==> src/rtl/pwm_fb_pkg.sv <==
// Shared types and constants for the PWM feedback sampler.
//   state_t        - frame sequencer states
//   ADC_FRAME_BITS - SCLK periods per conversion frame
//   ADC_LEAD_ZEROS - leading zero bits the ADC emits before the data MSB
package pwm_fb_pkg;

  localparam int unsigned ADC_FRAME_BITS = 16;
  localparam int unsigned ADC_LEAD_ZEROS = 4;

  typedef enum logic [1:0] {
    IDLE   = 2'd0,
    CONV   = 2'd1,
    QUIET  = 2'd2,
    DECIDE = 2'd3
  } state_t;

endpackage

==> src/rtl/pwm_feedback_sampler_if.sv <==
// Serial ADC link between the feedback sampler and the converter-output ADC.
//   adc_cs_n - chip select, active-low
//   adc_sclk - serial clock, idles high
//   adc_miso - serial data from the ADC
// master: the sampler side; slave: the ADC side.
interface pwm_feedback_sampler_if;
  logic adc_cs_n;
  logic adc_sclk;
  logic adc_miso;

  modport master (output adc_cs_n, output adc_sclk, input adc_miso);
  modport slave  (input adc_cs_n, input adc_sclk, output adc_miso);
endinterface

==> src/rtl/spi_adc_rx.sv <==
// SPI receiver for one ADC conversion frame.
//   clock, reset - system clock, async active-high reset
//   start_i      - begin a frame (ignored while busy)
//   done_c       - 1-cycle strobe in the last CONV cycle (final rising tick)
//   data_o       - conversion result, complete from the cycle after done_c
//   adc          - serial link (cs_n, sclk out; miso in)
module spi_adc_rx
  import pwm_fb_pkg::*;
#(
  parameter int unsigned CLK_DIV  = 4,
  parameter int unsigned ADC_BITS = 12
) (
  input  logic                   clock,
  input  logic                   reset,
  input  logic                   start_i,
  output logic                   done_c,
  output logic [ADC_BITS-1:0]    data_o,
  pwm_feedback_sampler_if.master adc
);

  localparam int unsigned DIV_W  = (CLK_DIV > 1) ? $clog2(CLK_DIV) : 1;
  localparam int unsigned HALF_N = 2 * ADC_FRAME_BITS;
  localparam int unsigned HALF_W = $clog2(HALF_N);
  localparam int unsigned DATA_W = ADC_FRAME_BITS - ADC_LEAD_ZEROS;

  logic              busy_q;
  logic              cs_n_q;
  logic              sclk_q;
  logic [DIV_W-1:0]  div_q;
  logic [HALF_W-1:0] half_q;
  logic [DATA_W-1:0] shift_q;
  logic              tick_c;

  // One tick per SCLK half-period; the final tick is the 16th rising edge.
  assign tick_c = busy_q && (div_q == DIV_W'(CLK_DIV - 1));
  assign done_c = tick_c && (half_q == HALF_W'(HALF_N - 1));

  // SCLK divider, toggle counter and MSB-first shift register; leading zeros fall off the top.
  always_ff @(posedge clock or posedge reset) begin
    if (reset) begin
      busy_q  <= 1'b0;
      cs_n_q  <= 1'b1;
      sclk_q  <= 1'b1;
      div_q   <= '0;
      half_q  <= '0;
      shift_q <= '0;
    end else if (!busy_q) begin
      if (start_i) begin
        busy_q <= 1'b1;
        cs_n_q <= 1'b0;
        sclk_q <= 1'b1;
        div_q  <= '0;
        half_q <= '0;
      end
    end else begin
      div_q <= tick_c ? '0 : div_q + DIV_W'(1);
      if (tick_c) begin
        sclk_q <= ~sclk_q;
        half_q <= half_q + HALF_W'(1);
        if (!sclk_q) begin
          shift_q <= {shift_q[DATA_W-2:0], adc.adc_miso};
        end
        if (done_c) begin
          busy_q <= 1'b0;
          cs_n_q <= 1'b1;
        end
      end
    end
  end

  assign data_o       = ADC_BITS'(shift_q);
  assign adc.adc_cs_n = cs_n_q;
  assign adc.adc_sclk = sclk_q;

endmodule

==> src/rtl/pwm_feedback_sampler.sv <==
// Samples the converter output through a serial ADC, averages 2^AVG_LOG2
// conversions and compares against a setpoint with hysteresis to produce the
// fb level for the PWM generator, plus a sticky over-voltage fault.
//   clock, reset - system clock, async active-high reset
//   setpoint     - regulation target, sampled at decision time
//   fault_clr    - synchronous clear of fault (a simultaneous set wins)
//   fb           - 1 lowers duty, 0 raises it; forced high while fault
//   fb_valid     - 1-cycle strobe per decision
//   sample       - most recent raw conversion
//   fault        - sticky over-voltage flag
//   adc          - serial ADC link
module pwm_feedback_sampler
  import pwm_fb_pkg::*;
#(
  parameter int unsigned CLK_DIV  = 4,
  parameter int unsigned ADC_BITS = 12,
  parameter int unsigned AVG_LOG2 = 2,
  parameter int unsigned HYST     = 8,
  parameter int unsigned OV_LIMIT = 4000
) (
  input  logic                   clock,
  input  logic                   reset,
  input  logic [ADC_BITS-1:0]    setpoint,
  input  logic                   fault_clr,
  output logic                   fb,
  output logic                   fb_valid,
  output logic [ADC_BITS-1:0]    sample,
  output logic                   fault,
  pwm_feedback_sampler_if.master adc
);

  localparam int unsigned ACC_W   = ADC_BITS + AVG_LOG2;
  localparam int unsigned CMP_W   = ADC_BITS + 1;
  localparam int unsigned FRM_W   = AVG_LOG2 + 1;
  localparam int unsigned AVG_N   = 2 ** AVG_LOG2;
  localparam int unsigned QUIET_N = 2 * CLK_DIV;
  localparam int unsigned QCNT_W  = $clog2(QUIET_N);

  state_t              state_q, state_d;
  logic [QCNT_W-1:0]   qcnt_q, qcnt_d;
  logic [FRM_W-1:0]    frame_q, frame_d;
  logic [ACC_W-1:0]    acc_q, acc_d;
  logic [ADC_BITS-1:0] sample_q, sample_d;
  logic                fb_q, fb_d;
  logic                fb_valid_q, fb_valid_d;
  logic                fault_q, fault_d;

  logic                start_c;
  logic                rx_done_c;
  logic [ADC_BITS-1:0] rx_data;
  logic                load_c;
  logic                ov_set_c;
  logic [ADC_BITS-1:0] avg_c;
  logic [CMP_W-1:0]    hi_c;
  logic [ADC_BITS-1:0] lo_c;

  spi_adc_rx #(
    .CLK_DIV  (CLK_DIV),
    .ADC_BITS (ADC_BITS)
  ) u_rx (
    .clock   (clock),
    .reset   (reset),
    .start_i (start_c),
    .done_c  (rx_done_c),
    .data_o  (rx_data),
    .adc     (adc)
  );

  assign start_c  = (state_q == IDLE);
  // First QUIET cycle: the receiver's shift register holds the finished conversion.
  assign load_c   = (state_q == QUIET) && (qcnt_q == '0);
  assign ov_set_c = load_c && (rx_data >= ADC_BITS'(OV_LIMIT));

  // Hysteresis band; hi carries one extra bit so setpoint+HYST cannot wrap.
  assign avg_c = ADC_BITS'(acc_q >> AVG_LOG2);
  assign hi_c  = CMP_W'(setpoint) + CMP_W'(HYST);
  assign lo_c  = (setpoint >= ADC_BITS'(HYST)) ? setpoint - ADC_BITS'(HYST) : '0;

  // Frame sequencing, accumulation, decision and fault.
  always_comb begin
    state_d    = state_q;
    qcnt_d     = qcnt_q;
    frame_d    = frame_q;
    acc_d      = acc_q;
    sample_d   = sample_q;
    fb_d       = fb_q;
    fb_valid_d = 1'b0;
    fault_d    = fault_q;

    case (state_q)
      IDLE: state_d = CONV;
      CONV: begin
        if (rx_done_c) begin
          state_d = QUIET;
          qcnt_d  = '0;
        end
      end
      QUIET: begin
        qcnt_d = qcnt_q + QCNT_W'(1);
        if (load_c) begin
          sample_d = rx_data;
          acc_d    = acc_q + ACC_W'(rx_data);
          frame_d  = frame_q + FRM_W'(1);
        end
        if (qcnt_q == QCNT_W'(QUIET_N - 1)) begin
          state_d = (frame_q == FRM_W'(AVG_N)) ? DECIDE : IDLE;
        end
      end
      DECIDE: begin
        if (CMP_W'(avg_c) > hi_c) begin
          fb_d = 1'b1;
        end else if (avg_c < lo_c) begin
          fb_d = 1'b0;
        end
        fb_valid_d = 1'b1;
        acc_d      = '0;
        frame_d    = '0;
        state_d    = IDLE;
      end
      default: state_d = IDLE;
    endcase

    if (fault_clr) fault_d = 1'b0;
    if (ov_set_c)  fault_d = 1'b1;
    if (fault_d)   fb_d    = 1'b1;
  end

  always_ff @(posedge clock or posedge reset) begin
    if (reset) begin
      state_q    <= IDLE;
      qcnt_q     <= '0;
      frame_q    <= '0;
      acc_q      <= '0;
      sample_q   <= '0;
      fb_q       <= 1'b0;
      fb_valid_q <= 1'b0;
      fault_q    <= 1'b0;
    end else begin
      state_q    <= state_d;
      qcnt_q     <= qcnt_d;
      frame_q    <= frame_d;
      acc_q      <= acc_d;
      sample_q   <= sample_d;
      fb_q       <= fb_d;
      fb_valid_q <= fb_valid_d;
      fault_q    <= fault_d;
    end
  end

  assign fb       = fb_q;
  assign fb_valid = fb_valid_q;
  assign sample   = sample_q;
  assign fault    = fault_q;

endmodule

==> src/flat_wrapper.sv <==
// flat-port wrapper written by rule: the top's interface ports become plain ports
module pwm_feedback_sampler_flat import pwm_fb_pkg::*;
#(
  parameter int unsigned CLK_DIV  = 4,
  parameter int unsigned ADC_BITS = 12,
  parameter int unsigned AVG_LOG2 = 2,
  parameter int unsigned HYST     = 8,
  parameter int unsigned OV_LIMIT = 4000
)
  (clock, reset, setpoint, fault_clr, fb, fb_valid, sample, fault, adc_adc_cs_n, adc_adc_sclk, adc_adc_miso);
  pwm_feedback_sampler_if adc_i ();
  input  logic clock;
  input  logic reset;
  input  logic [ADC_BITS-1:0] setpoint;
  input  logic fault_clr;
  output logic fb;
  output logic fb_valid;
  output logic [ADC_BITS-1:0] sample;
  output logic fault;
  output wire logic [$bits(adc_i.adc_cs_n)-1:0] adc_adc_cs_n;
  output wire logic [$bits(adc_i.adc_sclk)-1:0] adc_adc_sclk;
  input wire logic [$bits(adc_i.adc_miso)-1:0] adc_adc_miso;
  assign adc_adc_cs_n = adc_i.adc_cs_n;
  assign adc_adc_sclk = adc_i.adc_sclk;
  assign adc_i.adc_miso = adc_adc_miso;
  pwm_feedback_sampler #(.CLK_DIV(CLK_DIV), .ADC_BITS(ADC_BITS), .AVG_LOG2(AVG_LOG2), .HYST(HYST), .OV_LIMIT(OV_LIMIT)) u_core (.clock(clock), .reset(reset), .setpoint(setpoint), .fault_clr(fault_clr), .fb(fb), .fb_valid(fb_valid), .sample(sample), .fault(fault), .adc(adc_i));
endmodule
==> config.mk <==
export PLATFORM = sky130hd
export DESIGN_NAME = pwm_feedback_sampler_flat
export DESIGN_NICKNAME = d
export VERILOG_FILES = /design/src/rtl/pwm_fb_pkg.sv /design/src/rtl/pwm_feedback_sampler_if.sv /design/src/rtl/spi_adc_rx.sv /design/src/rtl/pwm_feedback_sampler.sv /design/src/flat_wrapper.sv
export SDC_FILE = /design/constraint.sdc
export NUM_CORES = 1
export LEC_CHECK = 0
export ABC_AREA = 0
export BUFFER_PORTS_ARGS = -buffer_cell sky130_fd_sc_hd__buf_2
export CORE_UTILIZATION = 60
export DETAILED_ROUTE_END_ITERATION = 8
export MAX_ROUTING_LAYER = met4
export PLACE_DENSITY = 0.85
export SLEW_MARGIN = 20
export SYNTH_ARGS = -nofsm -noshare
export SYNTH_HDL_FRONTEND = slang
export SYNTH_HIERARCHICAL = 1
export SYNTH_SLANG_ARGS = --single-unit
export TNS_END_PERCENT = 5
==> constraint.sdc <==
create_clock -name clock -period 2.6 [get_ports clock]
set_input_delay 0.13 -clock clock [delete_from_list [all_inputs] [get_ports clock]]
set_output_delay 0.13 -clock clock [all_outputs]
set_load 0.005 [all_outputs]
==> results of run 1 <==
-- metrics by stage --
| step | std cells | power, mW | worst slack, ps |
|---|---|---|---|
| after floorplan | 412 | 1.03 | 436 |
| after global placement | 510 | 1.07 | 252 |
| after detailed placement | 510 | 1.08 | 195 |
| after CTS | 526 | 1.84 | 311 |
| after global routing | 526 | 1.89 | 127 |
| final | 526 | 1.82 | 301 |
-- worst reg2reg max path, delay by kind of cell, from the launching register on --
| family | cells | cell delay (ps) |
|---|---|---|
| AOI/OAI and AO/OA | 5 | 1000 |
| DFF | 1 | 400 |
| adders and majority gates | 2 | 650 |
| and+or+nand+nor | 1 | 150 |
-- cells in the final DEF (no fill, tap or decap), types with 3 or more instances in the layout --
master and n:
inv_1 18, xnor2_1 10, xor2_1 11, mux2i_1 3, nand4_1 4, buf_2 32, buf_4 5, a21o_1 8
a21oi_1 21, dfrtp_1 57, o211ai_1 3, nand2_1 66, and3_1 7, mux2_4 10, o22ai_1 4, o21a_1 3
a211oi_1 3, ha_1 45, mux2_2 3, nand3_1 27, nor3_1 10, o21ai_0 25, nor2_1 15, nor2b_1 3
clkbuf_8 12
-- cell type report --
| cell class | instances | area [µm²] | area share |
|---|---|---|---|
| Multi-Input combinational cell | 321 | 2280 | 0.529 |
| Sequential cell | 59 | 1480 | 0.344 |
| Timing Repair Buffer | 38 | 208 | 0.0483 |
| Clock buffer | 13 | 169 | 0.0392 |
| Tap cell | 75 | 93.8 | 0.0218 |
| Inverter | 18 | 67.6 | 0.0157 |
| Clock inverter | 2 | 10.0 | 0.00233 |
-- cells by family after synthesis --
| group | count (synthesis) |
|---|---|
| AOI/OAI and AO/OA | 90 |
| muxes | 16 |
| xor gates and xnor gates | 21 |
| DFF | 59 |
| adders and majority gates | 46 |
| and+or+nand+nor | 148 |
| buffers and inverters | 32 |
-- cells in the mapped netlist (all sizes together), types with 6 or more instances --
cell,count,area [µm²]
mux2,13,184
dfrtp,57,1430
xor2,11,96.3
nor2,16,67.6
xnor2,10,87.6
a21oi,22,114
o21ai,25,125
nor3,10,50.1
nand3,28,145
and3,7,43.8
clkbuf,8,30.0
buf,6,47.5
nand2,67,254
ha,45,563
a21o,8,60.1
inv,18,67.6
-- worst paths after layout --
kind | from | endpoint | depth (start not counted) | slack, ps
min in group asynchronous | reset | u_core/acc_q[0]$_DFFE_PP0P_ | 4 | 470
setup / recovery | u_core/u_rx/data_o[0]$_DFFE_PP0P_ | u_core/acc_q[12]$_DFFE_PP0P_ | 8 | 300
max in group asynchronous | reset | u_core/u_rx/data_o[9]$_DFFE_PP0P_ | 3 | 1580
setup reg to reg | u_core/u_rx/data_o[0]$_DFFE_PP0P_ | u_core/acc_q[12]$_DFFE_PP0P_ | 8 | 300
hold / removal | adc_adc_miso | u_core/u_rx/data_o[0]$_DFFE_PP0P_ | 2 | 30
hold reg to reg | u_core/sample[0]$_DFFE_PP0P_ | u_core/sample[0]$_DFFE_PP0P_ | 2 | 470
-- routing by layer --
metal | up-vias | global-route usage | wire [µm]
met5 | - | - | 0
met4 | 0 | 0.141 | 215
met3 | 26 | 0.0626 | 367
met2 | 73 | 0.428 | 3970
met1 | 1515 | 0.318 | 3600
li1 | 1536 | - | -
-- state kept, by name, summed over array words and instances, names as in the netlist, 2 cells and up --
register / count
u_core/acc_q: 14
u_core/sample: 12
u_core/u_rx/data_o: 12
u_core/u_rx/half_q: 5
u_core/frame_q: 3
u_core/qcnt_q: 3
u_core/state_q: 2
u_core/u_rx/div_q: 2
-- power by group through the flow --
stage               sequential [mW]  clock [mW]  combinational (mW)
global route                  0.933       0.812               0.149
global placement              0.948           0               0.125
CTS                           0.932       0.776               0.132
finish                        0.933       0.756               0.132
detailed placement            0.949           0               0.131
floorplan                     0.946           0              0.0883
-- timing repair --
| item | CTS | global route |
|---|---|---|
| hold endpoints to repair | 57 | 0 |
| endpoints found under the setup margin | 0 | 1 |
| setup buffers | 0 | 0 |
| resized for setup | 0 | 1 |
| hold buffers | 1 | 0 |
==> results by group, run 1 <==
Worst setup path
  – Worst path cell trace: ha_1, fa_1, a21o_1, a21oi_1, o211ai_1, nand4_1, a21oi_1, a41o_1
  – Worst path arrival time: 2520 ps
  – CP Launch Type: flip-flop
  – Slowest Stage Delay on Critical Path: 420 ps
  – Most used cell, CP: a21oi_1
  – Crit path max-delay family: compound AO/OA/AOI/OAI gates
  – Req. time, crit path: 2820 ps
  – Crit path buffers/inverters: 0
  – CP Class: flip-flop to flip-flop
  – CP max-delay cell: fa_1
  – CP max FO: 4
  – Worst setup EP type: flip-flop

Logic synthesis
  – Post-synthesis mux area share: 0.0550
  – Cells after Synth: 412
  – Synth Net Count: 474
  – Xor/xnor share of the synthesized area: 0.0473
  – Sequential area share after synthesis: 0.380
  – Synth Register Bits: 59
  – Post-Synth Simple-Gate Area: 0.181
  – Syn Area/Cell: 9.44 µm²
  – YS warnings: 6
  – Synth Area in Compound Gates: 0.149
  – Fraction of registers with async set/reset: 1.00
  – Post-Syn Area: 0.00389 mm²
  – Post-synth EDFFs: 0
  – Post-synth cell types: 57
  – Adder-Cell Fraction of Synth Area: 0.150
  – Largest family of logic cells by synthesized area: simple AND/OR/NAND/NOR gates
  – Top FF cell, synth: dfrtp_1

Floorplan
  – Die Y: 82.5 µm
  – Die Area: 0.00681 mm²
  – I/O pin cnt: 33
  – CORE AREA: 0.00610 mm²
  – FP Rows: 28
  – Die width: 82.5 µm
  – Initial core utilization: 0.638

Final layout
  – N_diodes: 0
  – Nets@finish: 509
  – Cell area after layout: 0.00430 mm²
  – Fill cells: 462
  – Final Core Density: 0.706
  – Share of cells above drive strength 1: 0.171
  – Synth-to-layout area growth: 10.6%

Power and ir drop
  – Max IR drop VDD: 0.000393 V
  – P per Cell Area: 423 mW/mm²
  – Switching share of power: 0.235
  – P_sw: 0.429 mW
  – Flop pwr share: 0.512
  – Clk pwr share: 0.415
  – Gate power share: 0.072
  – Pint: 1.39 mW
  – P_leak: 2.29 nW

Global routing
  – Overflow after GRT: 0
  – Number of global-route vias before repair: 3024
  – First-pass GRT wire length: 13200 µm
  – Total Routing Usage GR: 0.269
  – Initial antenna violation count: 0
  – Largest net degree at the start of global routing: 38

Timing
  – Final setup TNS: 0 ps
  – Final Hold Viols: 0
  – Worst Skew: 6.61 ps
  – Final hold slack: 31.7 ps
  – Max transition margin: 0.453
  – Final period utilization: 0.884
  – Tmin final: 2300 ps
  – RSZ-0062 raised after global routing: no
  – Final setup violation count: 0
  – Final Max Slew Viols: 0
  – Fmax achieved: 0.435 GHz
  – Slew @ Worst Pin: 819 ps

Placed design
  – Placed inst area: 0.00411 mm²
  – GPL Wtd Cong: 0.889
  – Buffers on Ports: 32
  – Hpwl dp: 6040 µm

Run
  – Max Cap Viol: 0

Route
  – 1st-pass router iterations: 4
  – Routed vias/inst: 5.99
  – Drc violations: 0
  – Routed via count: 3150
  – Antenna Nets Post-Route: 0
  – Post-Route WL: 8160 µm
  – Iteration-0 DRC Markers: 215
  – WL/cell: 15.5 µm

Clock network
  – Clk_lat worst skew: 330 ps
  – TritonCTS buffer count: 9
  – Clock root cell: clkbuf_8
  – Clk buf depth: 2
  – H-tree Lvls: 3
  – TritonCTS clock tree: built
  – Clock transition at the registers of the reported paths: 60 ps
  – Clock sink total: 59

Min path
  – Worst hold path class: primary input to flip-flop

Outcome
  – Outcome: complete, no violations
Note: power is estimated with default switching activity, not from simulation.
==> run 2, diff against run 1 <==
- CORE_MARGIN: not set -> 3
==> results by group, run 2 (same netlist as run 1, synthesis figures left out) <==
Worst setup path
  – Req. time, crit path: 2800 ps
  – Worst-case reg-to-reg path depth: 6
  – Worst path cell trace: ha_1, nand3_1, nor4_1, o311ai_0, a221oi_1, nand2_1
  – CP Class: flip-flop to flip-flop
  – Worst setup EP type: flip-flop
  – Slowest Stage Delay on Critical Path: 540 ps
  – Crit path buffers/inverters: 0
  – Levels on crit path: 6
  – CP Launch Type: flip-flop
  – CP max FO: 6
  – Crit path max-delay family: simple AND/OR/NAND/NOR gates
  – Worst path arrival time: 2580 ps
  – CP max-delay cell: nor4_1

Timing
  – Slew @ Worst Pin: 810 ps
  – Tmin final: 2370 ps
  – Fmax achieved: 0.421 GHz
  – Final Max Slew Viols: 0
  – Max transition margin: 0.460
  – Final Hold Viols: 0
  – RSZ-0062 raised after global routing: no
  – Final setup TNS: 0 ps
  – Final setup violation count: 0
  – Final hold slack: 51.2 ps
  – Worst Skew: 12.0 ps
  – Final period utilization: 0.913

Final layout
  – Commonest non-fill, non-tap cell in the layout: nand2_1
  – Synth-to-layout area growth: 11.3%
  – Final non-filler cell total: 527
  – Most frequent cells in the layout: 66 x nand2_1, 57 x dfrtp_1, 45 x ha_1
  – N_diodes: 0
  – Share of cells above drive strength 1: 0.168
  – Nets@finish: 509
  – Max reg flops: 14
  – Largest register by flop count: u_core/acc_q

Global routing
  – GRT busiest layer: met2
  – Met1 Use GR: 0.309
  – Largest net degree at the start of global routing: 36
  – GR Util met3: 0.0599
  – Overflow after GRT: 0
  – First-pass GRT wire length: 14600 µm
  – Met2 Use GR: 0.414
  – Initial antenna violation count: 0
  – Number of global-route vias before repair: 3158
  – Total Routing Usage GR: 0.253

Min path
  – Worst hold path class: primary input to flip-flop
  – Hold Path Depth: 2

Placed design
  – GPL Wtd Cong: 0.925
  – Buffers on Ports: 32
  – Hpwl dp: 6310 µm
  – Placed Instances: 510

Clock network
  – Clock root cell: clkbuf_8
  – TritonCTS clock tree: built
  – TritonCTS buffer count: 9
  – Clk_lat worst skew: 330 ps
  – Clk buf depth: 2
  – Clock transition at the registers of the reported paths: 60 ps
  – H-tree Lvls: 3
  – Clock sink total: 59
  – Setup bufs post-CTS: 0

Floorplan
  – Die Area: 0.00749 mm²
  – Die width: 86.5 µm
  – FP Rows: 28
  – Initial core utilization: 0.638
  – I/O pin cnt: 33
  – Die Y: 86.5 µm
  – CORE AREA: 0.00610 mm²

Route
  – Routed via count: 3146
  – Post-Route WL: 8430 µm
  – Antenna Nets Post-Route: 0
  – WL/cell: 16.0 µm
  – 1st-pass router iterations: 4
  – Iteration-0 DRC Markers: 265
  – Drc violations: 0
  – Routed vias/inst: 5.97

Outcome
  – Outcome: complete, no violations

Run
  – Max Cap Viol: 0

Power and ir drop
  – P per Cell Area: 451 mW/mm²
  – Max IR drop VDD: 0.000425 V
  – P_leak: 2.30 nW
-- run 2: changes by cell type in the layout (fill, tap and decap cells not counted) --
cell and change:
bufinv_16 +2, clkbuf_1 +1, clkbuf_8 -3, clkinvlp_4 +1, nor4_1 +1, nor4_2 -1
-- run 2: final timing paths --
check / start / endpoint / slack [ps]
worst max-delay path: u_core/u_rx/data_o[5]$_DFFE_PP0P_ / u_core/acc_q[13]$_DFFE_PP0P_ / 230
worst min-delay path: adc_adc_miso / u_core/u_rx/data_o[0]$_DFFE_PP0P_ / 50
worst max register to register: u_core/u_rx/data_o[5]$_DFFE_PP0P_ / u_core/acc_q[13]$_DFFE_PP0P_ / 230
worst min register to register: u_core/sample[0]$_DFFE_PP0P_ / u_core/sample[0]$_DFFE_PP0P_ / 470
max in group asynchronous: reset / u_core/frame_q[1]$_DFFE_PP0P_ / 1400
min in group asynchronous: reset / u_core/acc_q[3]$_DFFE_PP0P_ / 460
-- run 2: layout make-up --
| class | instances | area (µm²) |
|---|---|---|
| Timing Repair Buffer | 38 | 208 |
| Clock buffer | 11 | 131 |
| Sequential cell | 59 | 1480 |
| Tap cell | 75 | 93.8 |
| Clock inverter | 5 | 77.6 |
| Inverter | 18 | 67.6 |
| Multi-Input combinational cell | 321 | 2270 |
| Fill cell | 467 | 1770 |
-- run 2: power breakdown --
group / total (mW) / internal, mW / switching [mW]
clock: 0.890 / 0.537 / 0.353
sequential: 0.932 / 0.924 / 0.00849
combinational: 0.132 / 0.0527 / 0.0790
-- run 2: worst register-to-register path, stage by stage (launching register included) --
cell	delay [ps]
dfrtp_1	460
ha_1	420
nand3_1	160
nor4_1	540
o311ai_0	240
a221oi_1	320
nand2_1	100
-- run 2: layer usage --
| layer | vias up | share of wire |
|---|---|---|
| met1 | 1522 | 0.42 |
| met2 | 74 | 0.51 |
| li1 | 1538 | - |
| met5 | - | 0 |
| met3 | 12 | 0.048 |
| met4 | 0 | 0.015 |
-- run 2: through the flow --
stage                     cell area, µm²  power [mW]  setup WS, ps  utilization
after global routing                4330        2.03          55.2        0.710
after global placement              4110        1.08           309        0.674
final                               4330        1.95           226        0.710
after detailed placement            4110        1.08           272        0.674
after CTS                           4330        1.97           294        0.710
after floorplan                     3890        1.03           436            -
-- run 2: repair_timing --
action                                 4_1_cts  5_1_grt
endpoints found under the hold margin       37        0
gates resized for setup                      0        0
hold buffers                                 1        0
